`config.mk`:
```
export PLATFORM = sky130hd
export DESIGN_NAME = alp_param
export DESIGN_NICKNAME = d
export VERILOG_FILES = /design/src/rtl/alp_param.sv
export SDC_FILE = /design/constraint.sdc
export NUM_CORES = 1
export LEC_CHECK = 0
export BUFFER_PORTS_ARGS = -buffer_cell sky130_fd_sc_hd__buf_4
export CAP_MARGIN = 40
export CORE_MARGIN = 5
export CORE_UTILIZATION = 50
export DETAILED_ROUTE_END_ITERATION = 8
export GPL_ROUTABILITY_DRIVEN = 0
export HOLD_SLACK_MARGIN = 0.1
export PLACE_DENSITY = 0.65
export SLEW_MARGIN = 30
export SYNTH_ARGS = -nofsm -noshare
export SYNTH_HDL_FRONTEND = slang
export SYNTH_SLANG_ARGS = --single-unit
```
`constraint.sdc`:
```
create_clock -name clk -period 4.91 [get_ports clk]
set_input_delay 0.7365 -clock clk [delete_from_list [all_inputs] [get_ports clk]]
set_output_delay 0.7365 -clock clk [all_outputs]
set_load 0.02 [all_outputs]
```
`src/rtl/alp_param.sv`:
```
// rtl/alp_param.sv - parametrised arithmetic/logic processor with operand register file and iterative MUL/DIV
module alp_param #(
    parameter  int WIDTH = 4,
    parameter  int NREG  = 4,
    localparam int AW    = (NREG > 1) ? $clog2(NREG) : 1
) (
    input  logic             clk,
    input  logic             rst_n,
    input  logic [WIDTH-1:0] data_in,
    input  logic [2:0]       op,
    input  logic             load,
    input  logic             comp,
    input  logic             clr,
    input  logic [AW-1:0]    src_a,
    input  logic [AW-1:0]    src_b,
    output logic [WIDTH-1:0] out_0,
    output logic [WIDTH-1:0] out_1,
    output logic             err,
    output logic             busy,
    output logic             done
);

    localparam int CW = $clog2(WIDTH + 1);

    typedef enum logic {
        S_IDLE,
        S_EXEC
    } state_t;

    state_t             r_state;
    logic [WIDTH-1:0]   r_regs [NREG];
    logic [AW-1:0]      r_wr_ptr;
    logic [WIDTH-1:0]   r_out_0;
    logic [WIDTH-1:0]   r_out_1;
    logic               r_err;
    logic               r_busy;
    logic               r_done;
    logic [CW-1:0]      r_cnt;
    logic               r_is_div;
    logic [2*WIDTH-1:0] r_acc;
    logic [2*WIDTH-1:0] r_mcand;
    logic [WIDTH-1:0]   r_mplier;
    logic [WIDTH:0]     r_rem;
    logic [WIDTH-1:0]   r_quo;
    logic [WIDTH-1:0]   r_divisor;

    logic [WIDTH-1:0]   w_a;
    logic [WIDTH-1:0]   w_b;
    logic [WIDTH:0]     w_add;
    logic [2*WIDTH-1:0] w_shl;
    logic               w_b_big;
    logic [WIDTH-1:0]   w_sc_lo;
    logic [WIDTH-1:0]   w_sc_hi;
    logic               w_sc_err;
    logic [2*WIDTH-1:0] w_acc_nx;
    logic [WIDTH:0]     w_rem_sh;
    logic               w_rem_ge;
    logic [WIDTH:0]     w_rem_nx;
    logic [WIDTH-1:0]   w_quo_nx;
    logic               w_last;

    assign w_a     = r_regs[src_a];
    assign w_b     = r_regs[src_b];
    assign w_add   = {1'b0, w_a} + {1'b0, w_b};
    assign w_shl   = {{WIDTH{1'b0}}, w_a} << w_b;
    assign w_b_big = 32'(w_b) >= 32'(WIDTH);

    always_comb begin
        w_sc_lo  = '0;
        w_sc_hi  = '0;
        w_sc_err = 1'b0;
        case (op)
            3'b000: begin
                w_sc_lo  = w_add[WIDTH-1:0];
                w_sc_hi  = {{(WIDTH-1){1'b0}}, w_add[WIDTH]};
                w_sc_err = w_add[WIDTH];
            end
            3'b001: begin
                w_sc_lo  = w_a - w_b;
                w_sc_err = (w_a < w_b);
            end
            3'b010: w_sc_lo = w_a & w_b;
            3'b011: w_sc_lo = w_a | w_b;
            3'b100: w_sc_lo = w_a ^ w_b;
            3'b101: begin
                if (w_b_big) begin
                    w_sc_err = 1'b1;
                end else begin
                    {w_sc_hi, w_sc_lo} = w_shl;
                end
            end
            default: begin
                w_sc_lo  = '0;
                w_sc_hi  = '0;
                w_sc_err = 1'b0;
            end
        endcase
    end

    // One shift-add step for MUL and one restoring step for DIV per EXEC cycle.
    // A zero divisor naturally yields an all-ones quotient and remainder = A.
    assign w_acc_nx = r_mplier[0] ? (r_acc + r_mcand) : r_acc;
    assign w_rem_sh = {r_rem[WIDTH-1:0], r_quo[WIDTH-1]};
    assign w_rem_ge = (w_rem_sh >= {1'b0, r_divisor});
    assign w_rem_nx = w_rem_ge ? (w_rem_sh - {1'b0, r_divisor}) : w_rem_sh;
    assign w_quo_nx = {r_quo[WIDTH-2:0], w_rem_ge};
    assign w_last   = (r_cnt == CW'(WIDTH - 1));

    always_ff @(posedge clk or negedge rst_n) begin
        if (!rst_n) begin
            r_state   <= S_IDLE;
            for (int i = 0; i < NREG; i++) r_regs[i] <= '0;
            r_wr_ptr  <= '0;
            r_out_0   <= '0;
            r_out_1   <= '0;
            r_err     <= 1'b0;
            r_busy    <= 1'b0;
            r_done    <= 1'b0;
            r_cnt     <= '0;
            r_is_div  <= 1'b0;
            r_acc     <= '0;
            r_mcand   <= '0;
            r_mplier  <= '0;
            r_rem     <= '0;
            r_quo     <= '0;
            r_divisor <= '0;
        end else begin
            r_done <= 1'b0;
            if (clr) begin
                r_state  <= S_IDLE;
                for (int i = 0; i < NREG; i++) r_regs[i] <= '0;
                r_wr_ptr <= '0;
                r_out_0  <= '0;
                r_out_1  <= '0;
                r_err    <= 1'b0;
                r_busy   <= 1'b0;
                r_cnt    <= '0;
            end else begin
                case (r_state)
                    S_IDLE: begin
                        if (load) begin
                            r_regs[r_wr_ptr] <= data_in;
                            r_wr_ptr         <= r_wr_ptr + AW'(1);
                        end else if (comp) begin
                            if (op[2:1] == 2'b11) begin
                                r_state   <= S_EXEC;
                                r_busy    <= 1'b1;
                                r_cnt     <= '0;
                                r_is_div  <= op[0];
                                r_acc     <= '0;
                                r_mcand   <= {{WIDTH{1'b0}}, w_a};
                                r_mplier  <= w_b;
                                r_rem     <= '0;
                                r_quo     <= w_a;
                                r_divisor <= w_b;
                            end else begin
                                r_out_0 <= w_sc_lo;
                                r_out_1 <= w_sc_hi;
                                r_err   <= w_sc_err;
                                r_done  <= 1'b1;
                            end
                        end
                    end
                    S_EXEC: begin
                        r_cnt    <= r_cnt + CW'(1);
                        r_acc    <= w_acc_nx;
                        r_mcand  <= r_mcand << 1;
                        r_mplier <= r_mplier >> 1;
                        r_rem    <= w_rem_nx;
                        r_quo    <= w_quo_nx;
                        if (w_last) begin
                            r_state <= S_IDLE;
                            r_busy  <= 1'b0;
                            r_done  <= 1'b1;
                            if (r_is_div) begin
                                r_out_0 <= w_quo_nx;
                                r_out_1 <= w_rem_nx[WIDTH-1:0];
                                r_err   <= (r_divisor == '0);
                            end else begin
                                {r_out_1, r_out_0} <= w_acc_nx;
                                r_err              <= 1'b0;
                            end
                        end
                    end
                    default: r_state <= S_IDLE;
                endcase
            end
        end
    end

    assign out_0 = r_out_0;
    assign out_1 = r_out_1;
    assign err   = r_err;
    assign busy  = r_busy;
    assign done  = r_done;

endmodule

```
Word level (Yosys, flattened, before mapping)
Index checks and enable logic that the tools add are counted.

word-level totals
  output and inout bits = 11
  logic and storage cells = 155
  input port bits = 16
  bits in registers = 66

cells by class
  equal/unequal tests = 16
  reduce and logical (&&, ||, !) cells = 10
  multiplexer cells = 87
  bitwise logic cells = 9
  shifts and indexed selects = 1
  add/sub/neg operators = 6
  order comparisons = 7

operator list
  operator            count
  $mux 4              29
  $mux 8              7
  $mux 16             3
  $pmux 4 s2          6
  $pmux 8 s2          2
  $pmux 4 s6          1
  $mux 1              22
  $bmux 4 s2          2
  $bwmux 16           1
  $mux 3              4
  $ne 3x3->1 const B  4
  $reduce_and 4->1    3
  $eq 3x2->1 const B  3
  $ge 3x3->1 const B  3
  $not 2->3           3
  $add 8x8->8         1
  $demux 4 s2         1
  $ne 2x2->1 const B  4
  $pmux 1 s2          4
  $shl 4x4->8         1
  $sub 4x4->4         2
  $eq 3x3->1 const B  2
  $mux 2              3
  $pmux 3 s2          1
  other kinds (22)    24

Logic depth before layout (Yosys ltp)
Gate-level depths: netlist of the first run.

  depth in word-level cells = 12
  mapped depth = 11
  depth with buffers taken out = 10

Least setup slack after synthesis of the first run
Ideal clock, no wire load.

  kind = input-to-reg
  from = in src_b[0]
  to = reg r_out_1[0] (netlist: out_1[0])
  arrival = 3.012 ns
  library setup time = 0.082 ns
  data required time = 4.828 ns
  stages = 9
  slack = 1.816 ns
  path buffers = 1
  cell sequence = mux4_1 inv_1 ha_1 clkbuf_1 nand3_1 a2111oi_0 a21oi_1 or4_1 a31oi_1

between the ends
  cells in the longest elaborated chain, start to end = 12
  elaborated cells between the ends (all ways) = 14
  those cells by class = 1 x add/sub; 1 x order compare; 1 x shift; 10 x mux; 1 x bitwise

ends and longest elaborated chain
  what                                          line    source
  start, declared                               15      input logic [AW-1:0] src_b,
  $not 2->3 (implied by the code) *             63      assign w_b = r_regs[src_b];
  $bmux 4 s2 *                                  63
  $mux 4 (implied by the code) * (2 in series)  63
  $ge 4x3->1 or $shl 4x4->8 (tied branches)     66, 65
  $mux 4                                        86      if (w_b_big) begin
  $pmux 4 s2 *                                  72      case (op)
  $mux 4 *                                      145     if (op[2:1] == 2'b11) begin
  $mux 4 *                                      144     end else if (comp) begin
  $mux 4 *                                      141     if (load) begin
  $pmux 4 s2 *                                  139     case (r_state)
  $mux 4 *                                      129     if (clr) begin
  end signal, assigned                          158     r_out_1 <= w_sc_hi;
  end signal, assigned                          177     r_out_1 <= w_rem_nx[WIDTH-1:0];
  end signal, assigned                          180     {r_out_1, r_out_0} <= w_acc_nx;
  end, declared                                 34      logic [WIDTH-1:0] r_out_1;

Every way passes the cells marked *; elsewhere a longest branch is shown, timed or not. The select of a mux whose other input is x is not followed.
A chain may end at the register's enable or synchronous reset.

Final worst setup path of the first run
  from = in src_b[1]
  to = reg r_out_1[0] (netlist: out_1[0])

between the ends
  cells in the longest elaborated chain, start to end = 12
  elaborated cells between the ends (all ways) = 14
  those cells by class = 1 x add/sub; 1 x order compare; 1 x shift; 10 x mux; 1 x bitwise

ends and longest elaborated chain
  what                                          line    source
  $not 2->3 (implied by the code) *             63
  $bmux 4 s2 *                                  63
  $mux 4 (implied by the code) * (2 in series)  63
  net w_b[1]                                    48      logic [WIDTH-1:0] w_b;
  $ge 4x3->1 or $shl 4x4->8 (tied branches)     66, 65
  $mux 4                                        86
  $pmux 4 s2 *                                  72
  $mux 4 *                                      145
  $mux 4 *                                      144
  $mux 4 *                                      141
  $pmux 4 s2 *                                  139
  $mux 4 *                                      129

Mark *: on every way through the listed nets, which the timed path passes. The rest lies on a longest branch. The select of a mux whose other input is x is not followed.

==> key figures, run 1 <==
Yosys
  – Top post-synthesis cells by area: dfrtp_1 (37%), ha_1 (8.7%), nand2_1 (5.1%)
  – Async SR Flop Fraction: between 90% and 100%
  – Netlist cell types: 62
  – Most frequent cell after synthesis: dfrtp_1
  – Syn_nets: approximately 530
  – Avg Inst Size Synth: 9.240 µm²
  – Cell taking the most area after synthesis: dfrtp_1
  – Count of state elements after synthesis: 66
  – Number of flops mapped to enable cells by yosys: 0
  – Mapped Area: between 4000 and 5000 µm²
  – Gate Count Post-Synth: around 480
  – Yosys warnings: 0
  – Yosys top cell area share: between 30 and 40%
  – Synth cell count leaders: dfrtp_1 (66), nand2_1 (60), a21oi_1 (42)
  – Seq/Total Area, Yosys: 37.16%
  – Synth Flop Type: dfrtp_1

STA
  – Fin Setup TNS: 0 ns
  – Final hold violations: 0
  – Max_slew headroom: between 50% and 60%
  – Post-route minimum period: about 3 ns
  – Crit share post-route: between 60% and 70%
  – # setup viols final: 0
  – Max frequency: ~330 MHz
  – Hold_ws: ~0.29 ns
  – RSZ-0062 raised after global routing: false
  – Worst Clk Skew: 0.01079 ns
  – Slew Viols, Final: 0
  – Worst slew pin tran: around 0.7 ns

Place
  – Placed inst area: between 4000 and 5000 µm²
  – Post-DP HPWL: slightly above 8000 µm
  – IO Port Bufs: 26

Critical path
  – CP cell instances: buf_4, mux2i_1, mux2_2, inv_1, fa_1, nand3_1, a2111oi_0, a21oi_1, or4_1, a31oi_1
  – Critical path class: input pin to flip-flop
  – Slowest cell delay on critical path: between 0.5 and 0.6 ns
  – Arr. time, crit path: roughly 3.3 ns
  – Top Family by Delay on Critical Path: compound AO/OA/AOI/OAI gates
  – Crit path capture type: flip-flop
  – Worst Path Buf+Inv: 2
  – CP max FO: 11
  – CP startpoint kind: input pin
  – Slowest cell on crit path: a2111oi_0
  – Worst EP required: approximately 5.2 ns

Route
  – WL per Instance: approximately 18 µm
  – DRC: 0
  – Avg Vias per Cell: a little over 6
  – DR pass1 iterations: 4
  – Iteration-0 DRC Markers: ~270
  – Post-route ant nets: 0
  – Post-Route WL: between 10,000 and 15,000 µm
  – DR vias: about 3,700

Final layout
  – Final instance area: 4937 µm²
  – # fillers: 815
  – Synth-to-Final Area Change: 11.09%
  – Nets: roughly 550
  – Share of cells above drive strength 1: a little under an eighth
  – Ant. Diodes: 0

Flow run
  – Max-Cap Viols: 0

Floorplan
  – CORE AREA: between 8000 and 9000 µm²
  – Die area: approximately 11,000 µm²
  – Initial Util: approximately half
  – Ports: 27
  – FP Rows: 34
  – Die Y: 104.3 µm
  – Die extent in x: around 100 µm

CTS
  – Worst-Skew Late Latency: 0.35 ns
  – # clock sinks: 66
  – Post-cts resize count: 0
  – CTS tree: done
  – Root Buffer: clkbuf_8
  – CTS Hold Bufs: 0
  – Post-CTS setup buffers: 0
  – Clock slew at reported path FFs: roughly 0.070 ns
  – TritonCTS buffer count: 9
  – H-tree levels: 3
  – CTS Buffer Depth: 2

Power and ir drop
  – P_leak: between 2 and 2.5 nW
  – Clock share of power: between 30% and 40%
  – Max VDD drop: 172.2 µV
  – Logic gate share of total power: between 30% and 40%
  – Pwr dens: around 360 nW/µm²
  – Sequential power share: a little under two fifths
  – Switching part of the total: roughly 34%
  – Switching power: 0.0006059 W
  – Pint: about 0.0012 W

Global routing
  – Gr busiest metal: met2
  – Vias in the first global route: approximately 3,700
  – Largest net degree at the start of global routing: 43
  – Met3 Usage GRT: around 3.5%
  – GR Util All Layers: between 20% and 30%
  – First-pass GRT wire length: around 18,000 µm
  – GRT met1 Usage: between 20 and 30%
  – Met2 Use GR: 33.98%
  – Remaining global-route overflow: 0
  – Antenna violations before repair: 0

Outcome
  – Status: finished, final reports clean

Hold path
  – Hold/Removal Path Class: input pin to asynchronous set/reset pin
## layout by cell type, fill, tap and decap left out, drive strengths merged, types with 6 or more instances in the layout
cell type | netlist | layout
a21o | 9 | 9
nand3 | 22 | 22
a22oi | 8 | 8
o31ai | 6 | 6
inv | 26 | 27
mux2i | 7 | 7
a221o | 6 | 6
nand2 | 60 | 60
a21oi | 42 | 42
ha | 31 | 31
o211ai | 7 | 7
buf | 4 | 29
mux4 | 9 | 9
or2 | 6 | 6
dfrtp | 66 | 66
nor2 | 26 | 26
clkbuf | 22 | 11
o21ai | 32 | 32
a22o | 11 | 11
nor2b | 6 | 6
## final timing paths
kind	start	endpoint	slack [ns]	cells past startpoint
min reg2reg	r_cnt[2]	r_cnt[2]	0.49	2
min in group clk	r_cnt[2]	r_cnt[2]	0.49	2
max reg2reg	r_regs[6]	out_1[0]	1.97	8
min	rst_n	r_rem[0]	0.29	1
max	src_b[1]	out_1[0]	1.83	10
max in group asynchronous	rst_n	r_quo[2]	4.09	2
## sequential cells by signal (all words and copies together), names as in the netlist
signal / cells
r_cnt: 3
r_wr_ptr: 2
r_state: 1
r_rem: 4
done: 1
out_0: 4
r_divisor: 4
r_acc: 8
r_quo: 4
err: 1
out_1: 4
r_regs: 16
r_mplier: 4
r_mcand: 8
busy: 1
r_is_div: 1
## per-stage QoR
step	std cells	worst slack (ns)	power (W)	util [%]
CTS	608	1.844	0.001777	56.89
global placement	591	1.583	0.001225	53.94
global route	608	1.546	0.001877	56.89
floorplan	481	1.816	0.001088	-
finish	608	1.834	0.001771	56.89
detailed placement	592	1.493	0.001237	54.17
## layer usage
metal	up-vias	wire, µm
li1	1795	-
met1	1803	5064
met2	103	5266
met3	21	481
met4	0	227
met5	-	0
## cell families after synthesis
kind of cell	after synthesis	synth area share (%)
adder cells (fa/ha/maj)	35	10.53
XOR/XNOR	8	1.577
flip-flops	66	37.16
multiplexers	20	7.320
AND/OR/NAND/NOR	147	15.85
AO/OA/AOI/OAI	153	22.92
buffers and inverters	52	4.645
## power by group through the flow
stage | Clock (W) | Combinational, W | Sequential [W]
after floorplan | 0 | 0.000428 | 0.000660
after global placement | 0 | 0.000540 | 0.000685
after detailed placement | 0 | 0.000551 | 0.000686
after CTS | 0.000547 | 0.000555 | 0.000675
after global routing | 0.000570 | 0.000621 | 0.000686
final | 0.000539 | 0.000556 | 0.000677
## cell type report
cell class / count / area [µm²] / area share, %
Inverter: 26 / 97.59 / 1.977
Clock buffer: 11 / 151.4 / 3.066
Clock inverter: 5 / 85.08 / 1.723
Tap cell: 108 / 135.1 / 2.737
Multi-Input combinational cell: 363 / 2586 / 52.38
Sequential cell: 66 / 1652 / 33.45
Timing Repair Buffer: 29 / 230.2 / 4.663
Note: power is estimated with default switching activity, not from simulation.
==> inputs of run 2 (changes only) <==
- PLACE_DENSITY: 0.65 -> 0.67
- clock period: 4.91 -> 2.6 ns (I/O delays scaled with it)
==> run 2 against run 1 <==
Net effect: the run now ends with negative setup slack left; clock power up 48%; worst hold slack better by 0.031 ns; die area unchanged; global-route usage up 1.3 points; sequential power up 86%; sequential share of layout area down 2.0 points; critical path depth down 1; wire length up 8.4%; first-iteration DRC count down 26%; combinational power up 110%; count of clock-buffer cells in the layout down 2; utilization up 3.6 points; largest power group unchanged.
==> key figures, run 2 (synthesis gave the netlist of run 1 again) <==
CTS
  – CTS tree: done
  – CTS Buffer Depth: 2
  – H-tree levels: 3
  – # clock sinks: 66
  – TritonCTS buffer count: 9
  – Clock slew at reported path FFs: around 0.08 ns
  – Worst-Skew Late Latency: around 0.34 ns
  – Root Buffer: clkbuf_8

Critical path
  – Worst Path Buf+Inv: 1
  – Reg2Reg Setup Slack: -0.11 ns
  – Slowest cell delay on critical path: ~0.55 ns
  – R2r endpoint: out_0[1]
  – R2R depth: 9
  – Reg-to-reg startpoint: r_regs[8]
  – CP startpoint kind: flip-flop
  – Worst EP required: ~2.9 ns
  – Critical path class: flip-flop to flip-flop
  – CP max FO: 3
  – Slowest cell on crit path: mux4_2
  – Top Family by Delay on Critical Path: multiplexers
  – CP cell instances: mux4_2, ha_4, fa_1, inv_1, mux4_2, o32ai_2, a31oi_1, o22a_1, o21ai_1
  – Crit path capture type: flip-flop
  – Arr. time, crit path: approximately 3 ns
  – Most used cell along the critical path: mux4_2

Final layout
  – Ant. Diodes: 0
  – Final instance area: around 5300 µm²
  – Share of cells above drive strength 1: around a fifth
  – Regs by FF count: r_regs: 16 flops, r_acc: 8 flops, r_mcand: 8 flops
  – Nets: 582
  – Post-layout util: 60.50%
  – Synth-to-Final Area Change: 18.13%
  – Biggest register: r_regs
  – Most frequent cells in the layout: dfrtp_1 (66), buf_4 (62), nand2_1 (60), a21oi_1 (41), o21ai_0 (31)
  – Largest register FFs: 16
  – Most common cell after layout, fill and taps aside: dfrtp_1

Route
  – DR vias: roughly 4,000
  – Iteration-0 DRC Markers: 199
  – Post-Route WL: 11,970 µm
  – DR pass1 iterations: 5
  – WL per Instance: around 19 µm
  – DRC: 0
  – Post-route ant nets: 0
  – Avg Vias per Cell: 6.137

Power and ir drop
  – Max VDD drop: about 370 µV
  – Power Total: 0.003201 W
  – P_leak: 2.353 nW
  – Pwr dens: about 600 nW/µm²

STA
  – Slew Viols, Final: 0
  – Max_slew headroom: about 64%
  – Final hold violations: 0
  – Crit share post-route: 104.1%
  – RSZ-0062 raised after global routing: true
  – Final WS setup: -0.1060 ns
  – Max frequency: around 370 MHz
  – Post-route minimum period: between 2 and 3 ns
  – # setup viols final: 1
  – Worst Clk Skew: around 0.0094 ns
  – Worst slew pin tran: 0.5362 ns

Floorplan
  – FP Rows: 34
  – CORE AREA: between 8000 and 9000 µm²
  – Initial Util: about 50%
  – Die area: around 11,000 µm²
  – Ports: 27
  – Die extent in x: 104.3 µm
  – Die Y: between 100 and 150 µm

Global routing
  – GR Util All Layers: 22.10%
  – Antenna violations before repair: 0
  – Vias in the first global route: 3,933
  – First-pass GRT wire length: between 15,000 and 20,000 µm
  – Largest net degree at the start of global routing: 39
  – Remaining global-route overflow: 0

Hold path
  – Endpoint, Worst Hold: r_regs[8]
  – Hold/Removal Path Class: input pin to flip-flop
  – Hold depth: 3
  – Hold wc startpoint: data_in[0]

Flow run
  – Max-Cap Viols: 0

Outcome
  – Violated checks: negative setup slack
  – Status: complete, but fails checks

Place
  – Post-DP HPWL: slightly above 9000 µm
  – IO Port Bufs: 26
  – Placed inst area: between 4000 and 5000 µm²
==> run 2: changes by cell type in the layout (fill, tap and decap cells not counted), moves of 2 or more <==
cell and change:
clkbuf_8 -2, ha_1 -4, inv_2 +3, a2111oi_0 -2
clkinvlp_4 +2, buf_4 +34, ha_4 +4, inv_1 -3
mux4_1 -2, bufinv_16 -2, mux4_2 +2
==> run 2: worst min-delay path, stage by stage <==
cell and delay [ns]:
buf_4 0.13, nand3_1 0.06, a21oi_1 0.05
==> run 2: per-stage QoR <==
stage	hold slack, ns	TNS [ns]	cells	setup slack [ns]
detailed placement	0.3575	-0.6383	625	-0.2184
global route	0.3098	-0.5112	644	-0.2312
global placement	0.4620	-0.3614	624	-0.1798
floorplan	0.09441	-0.06193	481	-0.03963
finish	0.3232	-0.1060	644	-0.1060
CTS	0.3076	-0.1044	643	-0.08418
==> run 2: how the worst max path moves through the flow <==
stage                from  endpoint  depth (start not counted)
2_1_floorplan    src_b[0]  out_0[1]                         10
3_3_place_gp     src_b[0]  out_0[1]                         10
3_5_place_dp     src_b[0]  out_0[1]                         10
4_1_cts        r_regs[12]  out_0[1]                          9
5_1_grt         r_regs[8]  out_0[1]                          9
6_report        r_regs[8]  out_0[1]                          9
==> run 2: report_power, final <==
group	switching [W]	internal, W	total [W]
sequential	0.000117	0.00114	0.00126
clock	0.000443	0.000352	0.000796
combinational	0.000640	0.000509	0.00115
==> run 2: timing repair <==
| item | 4_1_cts | 5_1_grt |
|---|---|---|
| pin swaps | 2 | 3 |
| endpoints found under the setup margin | 3 | 4 |
| setup buffers | 1 | 1 |
| gates resized for setup | 2 | 13 |
| hold buffers | 1 | 0 |
| endpoints found under the hold margin | 30 | 0 |
==> run 2: final cells by class <==
class | count | area [µm²]
clock buffer | 9 | 123.9
clock inverter | 7 | 53.80
fill | 756 | 3428
inverter | 26 | 97.59
multi-input combinational | 363 | 2673
sequential | 66 | 1652
tap | 108 | 135.1
timing repair buffer | 65 | 515.5
==> run 2: routing by layer <==
metal / vias up / share of wire [%] / track usage (%)
li1: 1862 / - / -
met1: 1970 / 45 / 30.06
met2: 105 / 49 / 36.38
met3: 15 / 4.3 / 3.600
met4: 0 / 1.8 / 6.290
met5: - / 0 / 0
==> inputs of run 3 (changes only) <==
- ABC_AREA: default -> 1
==> run 3 against run 2 <==
Net effect: clock power increased by 25%; combinational power rose by 25%; largest power group is now combinational cells; fmax up 17%; the run now ends clean; setup slack gained 0.40 ns.
==> key figures, run 3 <==
Place
  – IO Port Bufs: 26
  – Placed inst area: ~4800 µm²
  – Post-DP HPWL: between 8000 and 9000 µm

Critical path
  – CP startpoint kind: flip-flop
  – Critical path class: flip-flop to flip-flop
  – Reg-to-reg startpoint: r_regs[8]
  – Critical path launch point: r_regs[8]
  – Worst EP required: 2.82 ns
  – Slowest cell on crit path: dfrtp_1
  – CP cell instances: inv_1, nand2_1, nand3_1, nand2_1, ha_1, fa_1, nand2_1, a21oi_1, o21ai_0, nand3_1, nand3_1, o211ai_1
  – CP max FO: 5
  – Slowest cell delay on critical path: 0.41 ns
  – Arr. time, crit path: 2.52 ns
  – Crit path capture type: flip-flop

STA
  – Max_slew headroom: a little over two thirds
  – Final hold violations: 0
  – Slew Viols, Final: 0
  – Post-route minimum period: 2.305 ns
  – Crit share post-route: 88.67%
  – Worst slew pin tran: ~0.45 ns
  – Worst Clk Skew: roughly 0.013 ns
  – Fin Setup TNS: 0 ns
  – RSZ-0062 raised after global routing: false
  – Max frequency: between 400 and 500 MHz
  – # setup viols final: 0

Yosys
  – Avg Inst Size Synth: about 7.4 µm²
  – Most frequent cell after synthesis: nand2_1
  – Synth cell count leaders: nand2_1 (174), inv_1 (85), dfrtp_1 (66)
  – Async SR Flop Fraction: 100.0%
  – Synth Flop Type: dfrtp_1
  – Cell taking the most area after synthesis: dfrtp_1
  – Netlist cell types: 41
  – Mapped Area: 4493 µm²
  – Yosys top cell area share: roughly 37%
  – Gate Count Post-Synth: around 600
  – Top post-synthesis cells by area: dfrtp_1 (37%), nand2_1 (15%), ha_1 (8.6%)
  – Number of flops mapped to enable cells by yosys: 0
  – Yosys warnings: 0
  – Seq/Total Area, Yosys: 36.76%
  – Syn_nets: 661
  – Count of state elements after synthesis: 66

Floorplan
  – Die Y: 104.8 µm
  – Initial Util: about half
  – CORE AREA: 8721 µm²
  – FP Rows: 34
  – Ports: 27
  – Die area: between 10,000 and 15,000 µm²
  – Die extent in x: about 100 µm

Final layout
  – Share of cells above drive strength 1: approximately 12%
  – Final instance area: slightly above 5000 µm²
  – Most common cell after layout, fill and taps aside: nand2_1
  – Nets: just under 700
  – Largest register FFs: 16
  – Biggest register: r_regs
  – Most frequent cells in the layout: nand2_1 (174), inv_1 (85), dfrtp_1 (66), nand3_1 (65)
  – Flip-flop and latch area: between 1500 and 2000 µm²
  – Regs by FF count: r_regs: 16 flops, r_acc: 8 flops, r_mcand: 8 flops
  – Ant. Diodes: 0
  – Multi-input gate area: ~2400 µm²
  – Synth-to-Final Area Change: 12.48%
  – # fillers: 829

Route
  – Avg Vias per Cell: 5.468
  – Post-Route WL: ~11,000 µm
  – DRC: 0
  – Post-route ant nets: 0
  – Iteration-0 DRC Markers: 250
  – WL per Instance: ~15 µm
  – DR pass1 iterations: 5
  – DR vias: about 4,100

CTS
  – H-tree levels: 3
  – CTS Hold Bufs: 0
  – CTS tree: done
  – Post-CTS setup buffers: 0
  – CTS Buffer Depth: 2
  – Post-cts resize count: 0
  – # clock sinks: 66
  – Clock slew at reported path FFs: 0.08 ns
  – Root Buffer: clkbuf_8
  – TritonCTS buffer count: 9
  – Worst-Skew Late Latency: 0.35 ns

Global routing
  – Antenna violations before repair: 0
  – Largest net degree at the start of global routing: 67
  – GR Util All Layers: 21.51%
  – First-pass GRT wire length: roughly 20,000 µm
  – Vias in the first global route: roughly 4,200
  – Remaining global-route overflow: 0

Hold path
  – Hold/Removal Path Class: input pin to flip-flop
  – Hold wc startpoint: data_in[3]

Outcome
  – Status: finished, final reports clean

Power and ir drop
  – P_leak: 2.700 nW
  – Max VDD drop: between 300 and 400 µV
  – Pwr dens: 755.8 nW/µm²

Flow run
  – Max-Cap Viols: 0
==> run 3: cell count changes after synthesis, moves of 8 or more <==
cell      delta
a22o_1      -10
clkbuf_1    -22
o21ai_0      -8
o22ai_1     +20
nand3_1     +43
nand2_1    +114
inv_1       +59
a21oi_1     -12
==> run 3: metal layers <==
metal	routed length [µm]	track usage (%)	vias to the layer above
met1	4989	27.48	1952
met5	0	0	-
met3	453	4.131	32
li1	-	-	2053
met2	5367	35.16	97
met4	460	10.05	0
==> run 3: final cells by class <==
type                            instances  area share [%]
Sequential cell                        66           32.68
Tap cell                              108           2.674
Multi-Input combinational cell        439           47.81
Timing Repair Buffer                   33           5.199
Clock inverter                          4           1.486
Clock buffer                           11           2.996
Inverter                               95           7.155
==> run 3: final timing paths <==
kind	end	slack [ns]	cells past startpoint
setup / recovery	err	0.29	12
min in group asynchronous	r_acc[7]	0.53	2
setup reg to reg	err	0.29	12
hold reg to reg	busy	0.48	2
hold / removal	r_regs[11]	0.28	3
max in group asynchronous	r_quo[3]	1.54	3
==> run 3: logic make-up after synthesis <==
| group | count (synthesis) | synth area share (%) |
|---|---|---|
| XOR/XNOR | 3 | 0.5849 |
| AO/OA/AOI/OAI | 108 | 14.65 |
| flip-flops | 66 | 36.76 |
| buffers and inverters | 105 | 9.468 |
| adder cells (fa/ha/maj) | 35 | 10.41 |
| AND/OR/NAND/NOR | 293 | 28.13 |
==> run 3: metrics by stage <==
stage / worst slack (ns) / util [%] / power [W] / hold WS (ns) / cells
after floorplan: 0.3993 / - / 0.002459 / 0.09441 / 610
after global placement: 0.2182 / 55.01 / 0.002786 / 0.4613 / 739
after detailed placement: 0.1474 / 55.01 / 0.002828 / 0.4738 / 739
after CTS: 0.3340 / 57.60 / 0.003832 / 0.1649 / 754
after global routing: 0.1357 / 57.95 / 0.004133 / 0.2731 / 756
final: 0.2946 / 57.95 / 0.003819 / 0.2811 / 756
==> run 3: power breakdown <==
group / total (W) / internal, W / leakage, nW / switching [W]
Sequential: 0.00139 / 0.00123 / 0.870 / 0.000159
Clock: 0.000993 / 0.000587 / 0.108 / 0.000406
Combinational: 0.00144 / 0.000553 / 1.72 / 0.000885
==> run 3: worst max-delay path: cells and delay by family, from the launching register on <==
family | cells | cell delay, ns
AO/OA/AOI/OAI | 3 | 0.43
adder cells (fa/ha/maj) | 2 | 0.65
buffers and inverters | 1 | 0.12
flip-flops | 1 | 0.41
AND/OR/NAND/NOR | 6 | 0.57
